`src/rtl/r5p_csr_master_pkg.sv`:
```
// -----------------------------------------------------------------------------
// r5p_csr_master_pkg
// Shared types for the CSR access initiator:
//   csr_mop_t  - request operation (read / write / set bits / clear bits)
//   csr_merr_t - response error code (ok / timeout / read-only / verify)
// Zicsr funct3 encodings and small helpers used when driving the CSR port.
// -----------------------------------------------------------------------------
package r5p_csr_master_pkg;

    typedef enum logic [1:0] {
        CSR_MOP_READ  = 2'b00,
        CSR_MOP_WRITE = 2'b01,
        CSR_MOP_SET   = 2'b10,
        CSR_MOP_CLEAR = 2'b11
    } csr_mop_t;

    typedef enum logic [1:0] {
        CSR_MERR_OK  = 2'b00,
        CSR_MERR_TMO = 2'b01,
        CSR_MERR_RO  = 2'b10,
        CSR_MERR_VFY = 2'b11
    } csr_merr_t;

    localparam logic [2:0] CSR_FN3_NONE = 3'b000;
    localparam logic [2:0] CSR_FN3_RW   = 3'b001;
    localparam logic [2:0] CSR_FN3_RS   = 3'b010;
    localparam logic [2:0] CSR_FN3_RC   = 3'b011;

    // A plain read is issued as CSRRS with the write strobe held low,
    // exactly as the decoder does for "csrrs rd, csr, x0".
    function automatic logic [2:0] csr_fn3_of(input csr_mop_t op);
        logic [2:0] fn3;
        case (op)
            CSR_MOP_READ:  fn3 = CSR_FN3_RS;
            CSR_MOP_WRITE: fn3 = CSR_FN3_RW;
            CSR_MOP_SET:   fn3 = CSR_FN3_RS;
            CSR_MOP_CLEAR: fn3 = CSR_FN3_RC;
            default:       fn3 = CSR_FN3_NONE;
        endcase
        return fn3;
    endfunction

    // CSR address space encodes read-only registers as adr[11:10] == 2'b11.
    function automatic logic csr_is_ro(input logic [11:0] adr);
        return (adr[11:10] == 2'b11);
    endfunction

endpackage

```
`src/rtl/r5p_csr_master.sv`:
```
// -----------------------------------------------------------------------------
// r5p_csr_master
// CSR access initiator for debug / bring-up. Takes one read/write/set/clear
// request at a time, wins the CSR port from the pipeline (own_req/own_gnt),
// performs a single CSR access and returns the pre-access value plus an
// error code. Gives up with a timeout error if the pipeline does not grant
// within 2**TMO_W-1 cycles.
//
// Optional build macro: R5P_CSR_MASTER_VERIFY_EN
//   When defined, every write-class access that is not blocked as read-only
//   is followed by a one-cycle read-back; a value other than the intended
//   result (WARL masking) yields the verify-mismatch error code.
//
// Ports:
//   clk, rst                       clock, asynchronous active-high reset
//   req_vld/req_rdy/req_op/req_adr/req_wdt   request channel
//   rsp_vld/rsp_rdy/rsp_rdt/rsp_err          response channel
//   own_req/own_gnt                CSR port ownership handshake with pipeline
//   csr_ren/csr_wen/csr_adr/csr_fn3/csr_wdt  CSR file port (driven)
//   csr_rdt                        CSR read data (combinational from csr_adr)
// All outputs are registered.
// -----------------------------------------------------------------------------
module r5p_csr_master
    import r5p_csr_master_pkg::*;
#(
    parameter int unsigned XLEN  = 32,
    parameter int unsigned TMO_W = 8
)(
    input  logic             clk,
    input  logic             rst,
    input  logic             req_vld,
    output logic             req_rdy,
    input  logic [1:0]       req_op,
    input  logic [11:0]      req_adr,
    input  logic [XLEN-1:0]  req_wdt,
    output logic             rsp_vld,
    input  logic             rsp_rdy,
    output logic [XLEN-1:0]  rsp_rdt,
    output logic [1:0]       rsp_err,
    output logic             own_req,
    input  logic             own_gnt,
    output logic             csr_ren,
    output logic             csr_wen,
    output logic [11:0]      csr_adr,
    output logic [2:0]       csr_fn3,
    output logic [XLEN-1:0]  csr_wdt,
    input  logic [XLEN-1:0]  csr_rdt
);

    typedef enum logic [2:0] {
        ST_IDLE = 3'd0,
        ST_ARB  = 3'd1,
        ST_ACC  = 3'd2,
`ifdef R5P_CSR_MASTER_VERIFY_EN
        ST_VFY  = 3'd3,
`endif
        ST_RSP  = 3'd4
    } state_t;

    // Counter value at which the next ungranted ARB cycle gives up: the
    // counter then reaches all-ones after 2**TMO_W-1 cycles in ARB.
    localparam logic [TMO_W-1:0] CNT_LAST = {{(TMO_W-1){1'b1}}, 1'b0};
    localparam logic [TMO_W-1:0] CNT_ONE  = {{(TMO_W-1){1'b0}}, 1'b1};

    state_t            state_r,   state_nxt_s;
    csr_mop_t          op_r,      op_nxt_s;
    logic [11:0]       adr_r,     adr_nxt_s;
    logic [XLEN-1:0]   wdt_r,     wdt_nxt_s;
    logic [TMO_W-1:0]  cnt_r,     cnt_nxt_s;

    logic              req_rdy_r, req_rdy_s;
    logic              rsp_vld_r, rsp_vld_s;
    logic [XLEN-1:0]   rsp_rdt_r, rsp_rdt_s;
    csr_merr_t         rsp_err_r, rsp_err_s;
    logic              own_req_r, own_req_s;
    logic              csr_ren_r, csr_ren_s;
    logic              csr_wen_r, csr_wen_s;
    logic [11:0]       csr_adr_r, csr_adr_s;
    logic [2:0]        csr_fn3_r, csr_fn3_s;
    logic [XLEN-1:0]   csr_wdt_r, csr_wdt_s;

    logic              wr_cls_s;
    logic              ro_s;
    logic              wen_ok_s;

    assign wr_cls_s = (op_r != CSR_MOP_READ);
    assign ro_s     = csr_is_ro(adr_r);
    assign wen_ok_s = wr_cls_s && !ro_s;

`ifdef R5P_CSR_MASTER_VERIFY_EN
    // Value the CSR should hold after a successful write-class access.
    function automatic logic [XLEN-1:0] vfy_expect(input csr_mop_t op,
                                                   input logic [XLEN-1:0] old,
                                                   input logic [XLEN-1:0] msk);
        logic [XLEN-1:0] val;
        case (op)
            CSR_MOP_WRITE: val = msk;
            CSR_MOP_SET:   val = old | msk;
            CSR_MOP_CLEAR: val = old & ~msk;
            default:       val = old;
        endcase
        return val;
    endfunction
`endif

    // Next-state and next-output logic; outputs are computed for the state
    // being entered so that every port comes straight from a flop.
    always_comb begin
        state_nxt_s = state_r;
        op_nxt_s    = op_r;
        adr_nxt_s   = adr_r;
        wdt_nxt_s   = wdt_r;
        cnt_nxt_s   = cnt_r;
        req_rdy_s   = 1'b0;
        rsp_vld_s   = 1'b0;
        rsp_rdt_s   = rsp_rdt_r;
        rsp_err_s   = rsp_err_r;
        own_req_s   = 1'b0;
        csr_ren_s   = 1'b0;
        csr_wen_s   = 1'b0;
        csr_adr_s   = 12'h000;
        csr_fn3_s   = CSR_FN3_NONE;
        csr_wdt_s   = {XLEN{1'b0}};

        case (state_r)
            ST_IDLE: begin
                if (req_vld && req_rdy_r) begin
                    op_nxt_s    = csr_mop_t'(req_op);
                    adr_nxt_s   = req_adr;
                    wdt_nxt_s   = req_wdt;
                    cnt_nxt_s   = {TMO_W{1'b0}};
                    state_nxt_s = ST_ARB;
                    own_req_s   = 1'b1;
                end else begin
                    req_rdy_s   = 1'b1;
                end
            end

            ST_ARB: begin
                // Grant takes priority over a coincident terminal count.
                if (own_gnt) begin
                    state_nxt_s = ST_ACC;
                    own_req_s   = 1'b1;
                    csr_ren_s   = 1'b1;
                    csr_wen_s   = wen_ok_s;
                    csr_adr_s   = adr_r;
                    csr_fn3_s   = csr_fn3_of(op_r);
                    csr_wdt_s   = wdt_r;
                end else if (cnt_r == CNT_LAST) begin
                    cnt_nxt_s   = cnt_r + CNT_ONE;
                    state_nxt_s = ST_RSP;
                    rsp_vld_s   = 1'b1;
                    rsp_rdt_s   = {XLEN{1'b0}};
                    rsp_err_s   = CSR_MERR_TMO;
                end else begin
                    cnt_nxt_s   = cnt_r + CNT_ONE;
                    own_req_s   = 1'b1;
                end
            end

            ST_ACC: begin
                // Pre-access value; own_gnt is deliberately not looked at here.
                rsp_rdt_s = csr_rdt;
`ifdef R5P_CSR_MASTER_VERIFY_EN
                if (wen_ok_s) begin
                    state_nxt_s = ST_VFY;
                    own_req_s   = 1'b1;
                    csr_ren_s   = 1'b1;
                    csr_adr_s   = adr_r;
                    csr_fn3_s   = CSR_FN3_RS;
                    rsp_err_s   = CSR_MERR_OK;
                end else begin
                    state_nxt_s = ST_RSP;
                    rsp_vld_s   = 1'b1;
                    if (wr_cls_s && ro_s) begin
                        rsp_err_s = CSR_MERR_RO;
                    end else begin
                        rsp_err_s = CSR_MERR_OK;
                    end
                end
`else
                state_nxt_s = ST_RSP;
                rsp_vld_s   = 1'b1;
                if (wr_cls_s && ro_s) begin
                    rsp_err_s = CSR_MERR_RO;
                end else begin
                    rsp_err_s = CSR_MERR_OK;
                end
`endif
            end

`ifdef R5P_CSR_MASTER_VERIFY_EN
            ST_VFY: begin
                // rsp_rdt_r still holds the pre-access value used as "old".
                state_nxt_s = ST_RSP;
                rsp_vld_s   = 1'b1;
                if (csr_rdt != vfy_expect(op_r, rsp_rdt_r, wdt_r)) begin
                    rsp_err_s = CSR_MERR_VFY;
                end else begin
                    rsp_err_s = CSR_MERR_OK;
                end
            end
`endif

            ST_RSP: begin
                if (rsp_rdy) begin
                    state_nxt_s = ST_IDLE;
                    req_rdy_s   = 1'b1;
                end else begin
                    rsp_vld_s   = 1'b1;
                end
            end

            default: begin
                state_nxt_s = ST_IDLE;
                req_rdy_s   = 1'b1;
            end
        endcase
    end

    // State register plus latched request and timeout counter.
    always_ff @(posedge clk or posedge rst) begin
        if (rst) begin
            state_r <= ST_IDLE;
            op_r    <= CSR_MOP_READ;
            adr_r   <= 12'h000;
            wdt_r   <= {XLEN{1'b0}};
            cnt_r   <= {TMO_W{1'b0}};
        end else begin
            state_r <= state_nxt_s;
            op_r    <= op_nxt_s;
            adr_r   <= adr_nxt_s;
            wdt_r   <= wdt_nxt_s;
            cnt_r   <= cnt_nxt_s;
        end
    end

    // Output registers.
    always_ff @(posedge clk or posedge rst) begin
        if (rst) begin
            req_rdy_r <= 1'b1;
            rsp_vld_r <= 1'b0;
            rsp_rdt_r <= {XLEN{1'b0}};
            rsp_err_r <= CSR_MERR_OK;
            own_req_r <= 1'b0;
            csr_ren_r <= 1'b0;
            csr_wen_r <= 1'b0;
            csr_adr_r <= 12'h000;
            csr_fn3_r <= CSR_FN3_NONE;
            csr_wdt_r <= {XLEN{1'b0}};
        end else begin
            req_rdy_r <= req_rdy_s;
            rsp_vld_r <= rsp_vld_s;
            rsp_rdt_r <= rsp_rdt_s;
            rsp_err_r <= rsp_err_s;
            own_req_r <= own_req_s;
            csr_ren_r <= csr_ren_s;
            csr_wen_r <= csr_wen_s;
            csr_adr_r <= csr_adr_s;
            csr_fn3_r <= csr_fn3_s;
            csr_wdt_r <= csr_wdt_s;
        end
    end

    assign req_rdy = req_rdy_r;
    assign rsp_vld = rsp_vld_r;
    assign rsp_rdt = rsp_rdt_r;
    assign rsp_err = rsp_err_r;
    assign own_req = own_req_r;
    assign csr_ren = csr_ren_r;
    assign csr_wen = csr_wen_r;
    assign csr_adr = csr_adr_r;
    assign csr_fn3 = csr_fn3_r;
    assign csr_wdt = csr_wdt_r;

endmodule

```
`config.mk`:
```
export PLATFORM = sky130hd
export DESIGN_NAME = r5p_csr_master
export DESIGN_NICKNAME = d
export VERILOG_FILES = /design/src/rtl/r5p_csr_master_pkg.sv /design/src/rtl/r5p_csr_master.sv
export SDC_FILE = /design/constraint.sdc
export NUM_CORES = 1
export LEC_CHECK = 0
export BUFFER_PORTS_ARGS = -buffer_cell sky130_fd_sc_hd__buf_2
export CORE_ASPECT_RATIO = 1.1
export CORE_MARGIN = 1
export CORE_UTILIZATION = 38
export CTS_CLUSTER_SIZE = 20
export DETAILED_ROUTE_END_ITERATION = 8
export PLACE_DENSITY = 0.63
export SYNTH_ARGS = -nofsm -noshare
export SYNTH_HDL_FRONTEND = slang
export SYNTH_SLANG_ARGS = --single-unit
export TNS_END_PERCENT = 10
```
`constraint.sdc`:
```
create_clock -name clk -period 6.4 [get_ports clk]
set_input_delay 0.64 -clock clk [delete_from_list [all_inputs] [get_ports clk]]
set_output_delay 0.64 -clock clk [all_outputs]
set_load 0.02 [all_outputs]
```
======== Word level (Yosys, flattened, before mapping) ========
Cells that the tools add are included.
word-level totals
  register bits ........................... 143
  input bits .............................. 83
  output and inout port bits .............. 86
  logic and storage cells ................. 81
operators by class
  add/subtract/negate cells ............... 1
  equality and inequality tests ........... 13
  mux-type cells .......................... 37
  reduce and logical (&&, ||, !) cells .... 15
operators with widths
  cell                                                             count
  32-bit two-way mux                                               4
  32-bit case mux with 2 select lines                              1
  12-bit two-way mux                                               2
  3-bit two-way mux                                                6
  8-bit two-way mux                                                2
  8-bit case mux with 2 select lines                               1
  1-bit two-way mux                                                12
  3-bit case mux with 4 select lines                               1
  3-bit case mux with 3 select lines                               1
  3-bit AND reduction                                              3
  8-bit by 1-bit adder with 8-bit output, second input constant    1
  8-bit == test, second input constant                             1
  2-bit != test, second input constant                             4
  2-bit == test, second input constant                             3
  2-bit two-way mux                                                3
  1-bit case mux with 3 select lines                               2
  2-bit nonzero test                                               3
  2-bit case mux with 2 select lines                               1
  2-bit OR reduction                                               2
  3-bit by 1-bit == test with 1-bit output, second input constant  1
  3-bit by 2-bit == test with 1-bit output, second input constant  1
  3-bit == test, second input constant                             1
  1-bit logical AND                                                3
  3-bit zero test                                                  1
  other kinds (6)                                                  6

======== Longest topological paths before layout ========
Gate-level depths: netlist (run 1).
  depth in word-level cells ............... 5
  mapped depth ............................ 8
  mapped depth without buffers ............ 5

======== Least setup slack after synthesis (run 1) ========
No wires, ideal clock.
  kind .................................... input to register
  start ................................... in req_vld
  end ..................................... reg adr_r[10]
  library setup time ...................... 0.125 ns
  arrival time ............................ 1.496 ns
  required time ........................... 6.275 ns
  setup slack ............................. 4.779 ns
  cell stages on the path ................. 5
  path buffers ............................ 2
  cell sequence ........................... and3b_1 buf_6 and2_1 buf_6 mux2_4
on the way
  longest elaborated chain between the ends .. 2
ends and longest elaborated chain
  element                        RTL line               RTL
  start, declared                r5p_csr_master.sv:31   input logic req_vld,
  1-bit logical AND              r5p_csr_master.sv:127  if (req_vld && req_rdy_r) begin
  2-bit AND reduction (no line)  -
  end signal, assigned           r5p_csr_master.sv:232  adr_r <= adr_nxt_s;
  end, declared                  r5p_csr_master.sv:67   logic [11:0] adr_r, adr_nxt_s;
No other way between the ends.
A chain may end at the register's enable or synchronous reset.

======== Worst setup path after layout (run 1) ========
  start ................................... reg state_r[0]
  end ..................................... reg op_r[0]
on the way
  longest elaborated chain between the ends .. 2
ends and longest elaborated chain
  element                        RTL line               RTL
  start, declared                r5p_csr_master.sv:65   state_t state_r, state_nxt_s;
  start signal, assigned         r5p_csr_master.sv:230  state_r <= state_nxt_s;
  3-bit zero test                r5p_csr_master.sv:125  case (state_r)
  2-bit AND reduction (no line)  -
  end signal, assigned           r5p_csr_master.sv:231  op_r <= op_nxt_s;
  end, declared                  r5p_csr_master.sv:66   csr_mop_t op_r, op_nxt_s;
No other way between the ends.

==> flow_summary.yaml, run 1 <==
logic_synthesis:
  yosysSeqAreaShare_pct: 66.3
  async_flop_share_pct: 100
  syn_nets: 592
  synth_top_area_share_pct: 65.8
  avgSynthCellArea_um2: 10.6
  synthTopCellsByArea: "dfrtp_1, nand2_1, and2_1"
  netlist_area_um2: 5360
  synth_top_cell_by_area: "dfrtp_1"
  synth-edff-count: 0
  ys_ff_latch: 142
  syn_inst: 507
  ys_warn_count: 0
  synth_cell_types: 37
  synth_flop_cell: "dfrtp_1"
cts:
  cts_setup_buffers: 0
  clockRootBuffer: "clkbuf_16"
  insertion_delay_ps: 400
  clockBufferDepth: 2
  clk_pin_slew_worst_paths_ps: 60
  cts_sinks: 142
  cts_inserted_buffers: 17
  holdBufCountCts: 0
  cts_resized: 0
  cts_tree: "done"
  h-tree-depth: 4
cells_and_area:
  stdcell_area_um2: 6880
  seq_area_um2: 3550
  drive_gt1_share_pct: 30.9
  syn2layout_area_growth_pct: 28.3
  final_core_util_pct: 49.9
  nets: 753
  multi_input_area_um2: 1600
  fillCellCount: 1293
place:
  gp_congestion: 0.793
  postPlaceCellArea_um2: 6270
  portBuffers: 167
  hpwl_um: 7710
timing:
  rsz0062_at_grt: "no"
  final_max_slew_viol_count: 0
  tns_ps: 0
  clock_skew_ps: 6.78
  setup_viol: 0
  worstMarginPinSlew_ps: 1150
  fmax_ghz: 0.443
  maxSlewHeadroom_pct: 23.1
  hold_viol_final: 0
  fin_crit_sh_pct: 35.3
  period_minus_slack_ps: 2260
detailed_routing:
  firstDrtPassIters: 4
  finalWirelength_um: 11500
  wl_per_cell_um: 13.2
  ant_nets: 0
  viasPerCell: 4.48
  route.detailed.drc: 0
  num_vias: 3894
  drt-initial-drc-count: 240
critical_path:
  cp_max_fo: 53
  critPathLaunchType: "register"
  cp_slowest_stage_delay_ps: 890
  arrival_ps: 2540
  path_cells: "and3b_1 > and2_2 > mux2_4"
  crit_type: "reg -> reg"
  rr_worst_depth: 3
  cp_top_family: "simple AND/OR/NAND/NOR gates"
  cp-end-kind: "register"
  r2r-start: "state_r[0]$_DFFE_PP0P_"
  r2r_setup_slack_ps: 4140
  required_ps: 6690
  crit_buf_inv: 0
  slowest_stage: "and2_2"
  rr_endpoint: "op_r[0]$_DFFE_PP0P_"
global_routing:
  grt_pass1_vias: 3931
  grt_use_total_pct: 16.9
  grt_max_degree: 73
  grt_pass1_wl_um: 18900
  antenna_found_initial: 2
  globalRouteOverflowTotal: 0
floorplan:
  die_y_um: 127
  core_um2: 13800
  die_w_um: 115
  fp.dieArea_um2: 14600
  io_pins: 169
  fp-row-count: 45
  start_util_pct: 38.9
power:
  p_leak_uw: 0.00376
  p_per_area_nw_per_um2: 471
  vdd_drop_max_mv: 0.205
  finalPower_uw: 3240
hold_path:
  holdCritPathClass: "in -> async"
flow_run:
  drv_cap: 0
run_status:
  status: "finished, final reports clean"
==> final cells by class <==
type                    instances  area share [%]
well taps                     188            3.42
inverters                       7           0.455
clock buffers                  20            6.78
diodes                          2          0.0728
clock inverters                11            2.02
repair buffers                169            12.4
multi-input cells             331            23.2
flip-flops and latches        142            51.7
==> registers in the layout (all words and copies together) (netlist names) <==
| register | flops |
|---|---|
| adr_r | 12 |
| cnt_r | 8 |
| csr_adr | 12 |
| csr_fn3 | 2 |
| csr_ren | 1 |
| csr_wdt | 32 |
| csr_wen | 1 |
| op_r | 2 |
| own_req | 1 |
| req_rdy | 1 |
| rsp_err | 2 |
| rsp_rdt | 32 |
| rsp_vld | 1 |
| state_r | 3 |
| wdt_r | 32 |
==> worst max path at each step <==
stage	slack (ps)	endpoint	cells after the start	startpoint
2_1_floorplan	1950	adr_r[0]$_DFFE_PP0P_	1	rst
3_3_place_gp	3970	op_r[0]$_DFFE_PP0P_	4	req_vld
3_5_place_dp	3940	op_r[0]$_DFFE_PP0P_	4	req_vld
4_1_cts	4110	op_r[0]$_DFFE_PP0P_	3	state_r[0]$_DFFE_PP0P_
5_1_grt	3950	op_r[0]$_DFFE_PP0P_	3	state_r[0]$_DFFE_PP0P_
6_report	4140	op_r[0]$_DFFE_PP0P_	3	state_r[0]$_DFFE_PP0P_
==> per-layer routing <==
metal / vias up / track usage, % / share of wire, %
met5: - / 0 / 0
met4: 0 / 7.41 / 1.9
met3: 16 / 4.30 / 3.8
met2: 99 / 28.1 / 51
met1: 1864 / 20.8 / 43
li1: 1915 / - / -
==> metrics by stage <==
step	worst slack, ps	std cells	hold slack, ps
after floorplan	1950	507	437
after CTS	4110	868	339
final	4140	870	314
after global routing	3950	870	369
after detailed placement	3940	837	454
after global placement	3970	837	449
==> logic make-up (layout without fill, tap and decap cells) <==
group	after synthesis	count (layout)	share of synthesized area [%]
and+or+nand+nor	266	266	21.9
DFF	142	142	66.3
AOI/OAI and AO/OA	54	54	5.65
buffers and inverters	34	207	3.94
xor gates and xnor gates	5	5	0.817
muxes	3	3	0.840
adders and majority gates	2	2	0.467
other	1	3	0.0699
==> cells in the mapped netlist (2+ instances only) <==
| cell type | instances |
|---|---|
| inv_1 | 7 |
| buf_2 | 7 |
| buf_4 | 5 |
| dfrtp_1 | 141 |
| clkbuf_2 | 3 |
| clkbuf_1 | 5 |
| xor2_1 | 5 |
| and2_1 | 47 |
| o22ai_1 | 2 |
| a21oi_1 | 4 |
| ha_1 | 2 |
| o21ai_1 | 3 |
| nor2_4 | 2 |
| nand2_1 | 198 |
| o21ai_0 | 35 |
| o211ai_1 | 5 |
| buf_6 | 7 |
| and3_1 | 2 |
| nor2_1 | 7 |
| mux2_4 | 3 |
==> power by group <==
part	switching [µW]	total, µW	internal (µW)	leakage [µW]
clock network	349	988	639	0.000298
registers	153	1360	1200	0.00184
logic	585	891	306	0.00163
==> placed cells by master (no fill, tap or decap), types with 3 or more instances in the layout <==
master     synthesis  final
xor2_1             5      5
o211ai_1           5      5
dfrtp_1          141    141
mux2_4             3      3
and2_1            47     46
clkbuf_8           0      3
o21ai_0           35     35
inv_1              7      6
o21ai_1            3      3
buf_2              7    167
clkbuf_16          0     17
nor2_1             7      7
clkinv_2           0      5
nand2_1          198    198
bufinv_16          0      3
a21oi_1            4      4
Power figures use the tool's default switching activity.
==> run 2: changes to the inputs <==
==> constraint.sdc (replaced) <==
create_clock -name clk -period 2.13 [get_ports clk]
set_input_delay 0.213 -clock clk [delete_from_list [all_inputs] [get_ports clk]]
set_output_delay 0.213 -clock clk [all_outputs]
set_load 0.02 [all_outputs]
==> run 2 against run 1 <==
Against the previous run:
- global-route usage is 1.3 points higher
- critical path depth grew 2
- worst setup slack got worse by 3800 ps
- final area is 8.6% higher
- clock-buffer cell count grew 1
==> flow_summary.yaml, run 2 (synthesis results as in run 1) <==
cts:
  clockBufferDepth: 2
  cts_sinks: 142
  h-tree-depth: 4
  clk_pin_slew_worst_paths_ps: 60
  clockRootBuffer: "clkbuf_16"
  insertion_delay_ps: 410
  cts_setup_buffers: 0
  cts_inserted_buffers: 17
  cts_tree: "done"
cells_and_area:
  multi_input_area_um2: 1600
  drive_gt1_share_pct: 29.6
  layout_common_cells: "nand2_1, buf_2, dfrtp_1, dlygate4sd3_1, and2_1"
  fillCellCount: 1211
  syn2layout_area_growth_pct: 39.4
  stdcell_area_um2: 7470
  final_core_util_pct: 54.2
  seq_area_um2: 3550
  final-instance-count-excl-fill: 929
  final_common_cell: "nand2_1"
  nets: 812
timing:
  clock_skew_ps: 3.92
  fin_crit_sh_pct: 82.0
  hold_viol_final: 0
  final_max_slew_viol_count: 0
  fmax_ghz: 0.572
  maxSlewHeadroom_pct: 56.3
  worstMarginPinSlew_ps: 653
  setup_viol: 0
  rsz0062_at_grt: "no"
  tns_ps: 0
  period_minus_slack_ps: 1750
power:
  p_sw_uw: 3350
  switching_share_pct: 34.1
  power_frac_seq_pct: 41.7
  combPwrFrac_pct: 29.0
  vdd_drop_max_mv: 0.699
  p_leak_uw: 0.00401
  power.internal_uw: 6470
  p_per_area_nw_per_um2: 1320
  clkPwrFrac_pct: 29.3
floorplan:
  io_pins: 169
  fp.dieArea_um2: 14600
  die_w_um: 115
  core_um2: 13800
  fp-row-count: 45
  start_util_pct: 38.9
  die_y_um: 127
detailed_routing:
  ant_nets: 0
  num_vias: 4203
  firstDrtPassIters: 4
  wl_per_cell_um: 13.4
  finalWirelength_um: 12500
  route.detailed.drc: 0
  drt-initial-drc-count: 340
  viasPerCell: 4.52
critical_path:
  arrival_ps: 2020
  cp-end-kind: "register"
  r2r_setup_slack_ps: 380
  critPathLaunchType: "register"
  cp_max_fo: 34
  required_ps: 2410
  crit_type: "reg -> reg"
global_routing:
  grt_pass1_vias: 4285
  antenna_found_initial: 2
  grt_max_degree: 44
  grt_use_total_pct: 18.2
  globalRouteOverflowTotal: 0
  grt_pass1_wl_um: 20100
place:
  place_inst: 847
  portBuffers: 167
  hpwl_um: 8100
  gp_congestion: 0.826
  postPlaceCellArea_um2: 6390
hold_path:
  holdCritPathClass: "in -> reg"
flow_run:
  drv_cap: 0
run_status:
  status: "finished, final reports clean"
-- run 2: worst paths after layout --
path | cells past startpoint | end | start
min | 3 | rsp_rdt[6]$_DFFE_PP0P_ | csr_rdt[6]
min in group asynchronous | 3 | csr_wdt[3]$_DFF_PP0_ | rst
max reg2reg | 5 | rsp_rdt[27]$_DFFE_PP0P_ | state_r[1]$_DFFE_PP0P_
max | 5 | rsp_rdt[27]$_DFFE_PP0P_ | state_r[1]$_DFFE_PP0P_
min reg2reg | 2 | wdt_r[4]$_DFFE_PP0P_ | wdt_r[4]$_DFFE_PP0P_
max in group asynchronous | 4 | req_rdy$_DFF_PP1_ | rst
-- run 2: power groups by stage --
stage	sequential [µW]	clock (µW)	combinational, µW
floorplan	4610	0	1370
global placement	4090	0	2730
detailed placement	4140	0	2790
CTS	4100	2950	2880
global route	4210	3060	3190
finish	4100	2880	2850
-- run 2: stage by stage --
stage	hold WS (ps)	setup slack, ps	power, µW
finish	9.12	383	9830
global route	9.92	256	10500
CTS	0.291	387	9930
floorplan	318	141	5990
global placement	344	499	6810
detailed placement	346	446	6930
-- run 2: area by class of cell --
cell class | instances | share of cell area (%)
Antenna cell | 2 | 0.0670
Clock buffer | 21 | 6.30
Clock inverter | 10 | 1.52
Inverter | 7 | 0.402
Multi-Input combinational cell | 331 | 21.4
Sequential cell | 142 | 47.6
Tap cell | 188 | 3.15
Timing Repair Buffer | 228 | 19.6
-- run 2: routing by layer --
layer | part of all wire, % | GRT usage, % | vias to the layer above | routed length, µm
li1 | - | - | 2032 | -
met4 | 3.1 | 9.93 | 0 | 387
met2 | 52 | 31.0 | 142 | 6440
met3 | 4.4 | 4.63 | 31 | 551
met5 | 0 | 0 | - | 0
met1 | 41 | 21.0 | 1998 | 5080
-- run 2: repair_timing --
action,4_1_cts,5_1_grt
setup endpoints to repair,0,0
hold buffers,49,0
hold endpoints to repair,73,0
gates resized for setup,0,0
-- run 2: critical path: stages (launching register included) --
cell and delay (ps):
dfrtp_1 460, nor2_4 240, nand3b_1 270, nor2_4 160
buf_4 310, o21ai_0 160
==> run 3: changes to the inputs <==
==> constraint.sdc (replaced) <==
create_clock -name clk -period 1.7 [get_ports clk]
set_input_delay 0.17 -clock clk [delete_from_list [all_inputs] [get_ports clk]]
set_output_delay 0.17 -clock clk [all_outputs]
set_load 0.02 [all_outputs]
==> run 3 against run 2 <==
Against the previous run:
- register-to-register slack worse by 230 ps
- first-iteration DRC count up 1.5%
- clock power up 25%
- maximum frequency up 13%
- highest routed layer unchanged
- via count up 4.7%
- global-route usage up 0.68 points
- clock skew up 3.3 ps
- combinational power up 31%
- flip-flop and latch count unchanged
- largest power group unchanged
- largest cell class unchanged
- sequential share of layout area down 2.2 points
==> flow_summary.yaml, run 3 (synthesis results as in run 1) <==
detailed_routing:
  wl_met3_um: 506
  firstDrtPassIters: 4
  num_vias: 4400
  route.detailed.drc: 0
  routed.top_layer: "met4"
  viasPerCell: 4.58
  finalWirelength_um: 12900
  wl_met2_um: 6490
  ant_nets: 0
  wl_met1_um: 5500
  wl_per_cell_um: 13.4
  drt-initial-drc-count: 345
place:
  gp_congestion: 0.814
  preCtsSetupSlack_ps: 111
  hpwl_um: 7890
  portBuffers: 167
floorplan:
  die_y_um: 127
  start_util_pct: 38.9
  fp-row-count: 45
  core_um2: 13800
  fp.dieArea_um2: 14600
  die_w_um: 115
  io_pins: 169
cts:
  cts_inserted_buffers: 17
  h-tree-depth: 4
  cts_tree: "done"
  clockRootBuffer: "clkbuf_16"
  insertion_delay_ps: 420
  clockBufferDepth: 2
  clk_pin_slew_worst_paths_ps: 60
  cts_sinks: 142
timing:
  fin_ws_ps: 156
  hold_viol_final: 0
  clock_skew_ps: 7.26
  maxSlewHeadroom_pct: 65.9
  fin_crit_sh_pct: 90.8
  worstMarginPinSlew_ps: 510
  fmax_ghz: 0.647
  final_max_slew_viol_count: 0
  setup_viol: 0
  period_minus_slack_ps: 1540
  rsz0062_at_grt: "no"
global_routing:
  grt_max_degree: 51
  grt_use_total_pct: 18.9
  globalRouteOverflowTotal: 0
  grt_pass1_vias: 4431
  grt_pass1_wl_um: 20800
  antenna_found_initial: 0
flow_run:
  drv_cap: 0
critical_path:
  path_cells: "and3b_2 > and2_2 > buf_12 > nand2_1 > nand2_1"
  crit_type: "reg -> reg"
  required_ps: 2050
  cp-end-kind: "register"
  critPathLaunchType: "register"
  crit_buf_inv: 1
  arrival_ps: 1900
  slowest_stage: "dfstp_2"
  cp_top_family: "simple AND/OR/NAND/NOR gates"
  cpMostUsedCell: "nand2_1"
  cp_slowest_stage_delay_ps: 530
  cp_max_fo: 39
power:
  p_sw_uw: 4190
  clkPwrFrac_pct: 28.9
  p_leak_uw: 0.00418
  power.internal_uw: 8250
  combPwrFrac_pct: 30.0
  switching_share_pct: 33.7
  vdd_drop_max_mv: 0.569
  p_per_area_nw_per_um2: 1590
  power_frac_seq_pct: 41.1
  finalPower_uw: 12400
hold_path:
  holdCritPathClass: "in -> reg"
cells_and_area:
  nets: 846
  syn2layout_area_growth_pct: 46.0
  n_antenna_cell: 0
  final_common_cell: "nand2_1"
  layout_common_cells: "nand2_1, buf_2, dfrtp_1, dlygate4sd3_1, and2_1"
  drive_gt1_share_pct: 28.7
run_status:
  status: "finished, final reports clean"
run 3: cell count changes in the layout (fill, tap and decap cells not counted), sizes merged:
cell / before / now
buf: 179 / 183
clkbuf: 21 / 24
clkinv: 4 / 5
clkinvlp: 5 / 1
diode: 2 / 0
dlygate4sd3: 49 / 79
run 3: metal layers:
metal  vias up  track usage, %
met5         -               0
met4         0            9.32
met3        36            5.30
met2       127            32.2
met1      2135            21.7
li1       2102               -
run 3: cell type report:
type                    count  area, µm²
clock inverters             7       85.1
multi-input cells         331       1600
well taps                 188        235
fillers                  1152       5970
repair buffers            262       1830
clock buffers              24        492
flip-flops and latches    142       3550
inverters                   7       30.0
run 3: what timing repair did:
item | CTS | global route
buffers inserted | 0 | 0
hold endpoints to repair | 95 | 0
endpoints found under the setup margin | 0 | 30
resized for setup | 0 | 1
hold buffers | 79 | 0
run 3: final timing paths:
kind,start,to,slack (ps),depth (start not counted)
max,req_rdy$_DFF_PP1_,adr_r[1]$_DFFE_PP0P_,160,5
min in group asynchronous,rst,own_req$_DFF_PP0_,340,3
max in group asynchronous,rst,csr_wdt[12]$_DFF_PP0_,750,4
max reg2reg,req_rdy$_DFF_PP1_,adr_r[1]$_DFFE_PP0P_,160,5
min reg2reg,wdt_r[4]$_DFFE_PP0P_,wdt_r[4]$_DFFE_PP0P_,460,2
min,own_gnt,own_req$_DFF_PP0_,60,3
run 3: worst reg2reg max path, delay by kind of cell (launching register included):
family        cells  cell delay [ps]
flops             1              530
buf+inv           1              230
simple gates      4              710
run 3: per-stage QoR:
step	std cells	area (µm²)	utilization [%]	TNS (ps)	hold slack [ps]
6_report	961	7830	56.8	0	64.0
3_3_place_gp	851	6460	46.8	0	237
4_1_cts	961	7830	56.7	0	47.3
5_1_grt	961	7830	56.8	0	81.4
2_1_floorplan	507	5370	-	-34720	275
3_5_place_dp	851	6460	46.8	0	242
run 3: power by group through the flow:
stage | clock [µW] | combinational (µW) | sequential [µW]
detailed placement | 0 | 3600 | 5170
global placement | 0 | 3520 | 5100
finish | 3600 | 3730 | 5110
floorplan | 0 | 1720 | 5780
global route | 3860 | 4160 | 5250
CTS | 3680 | 3770 | 5110
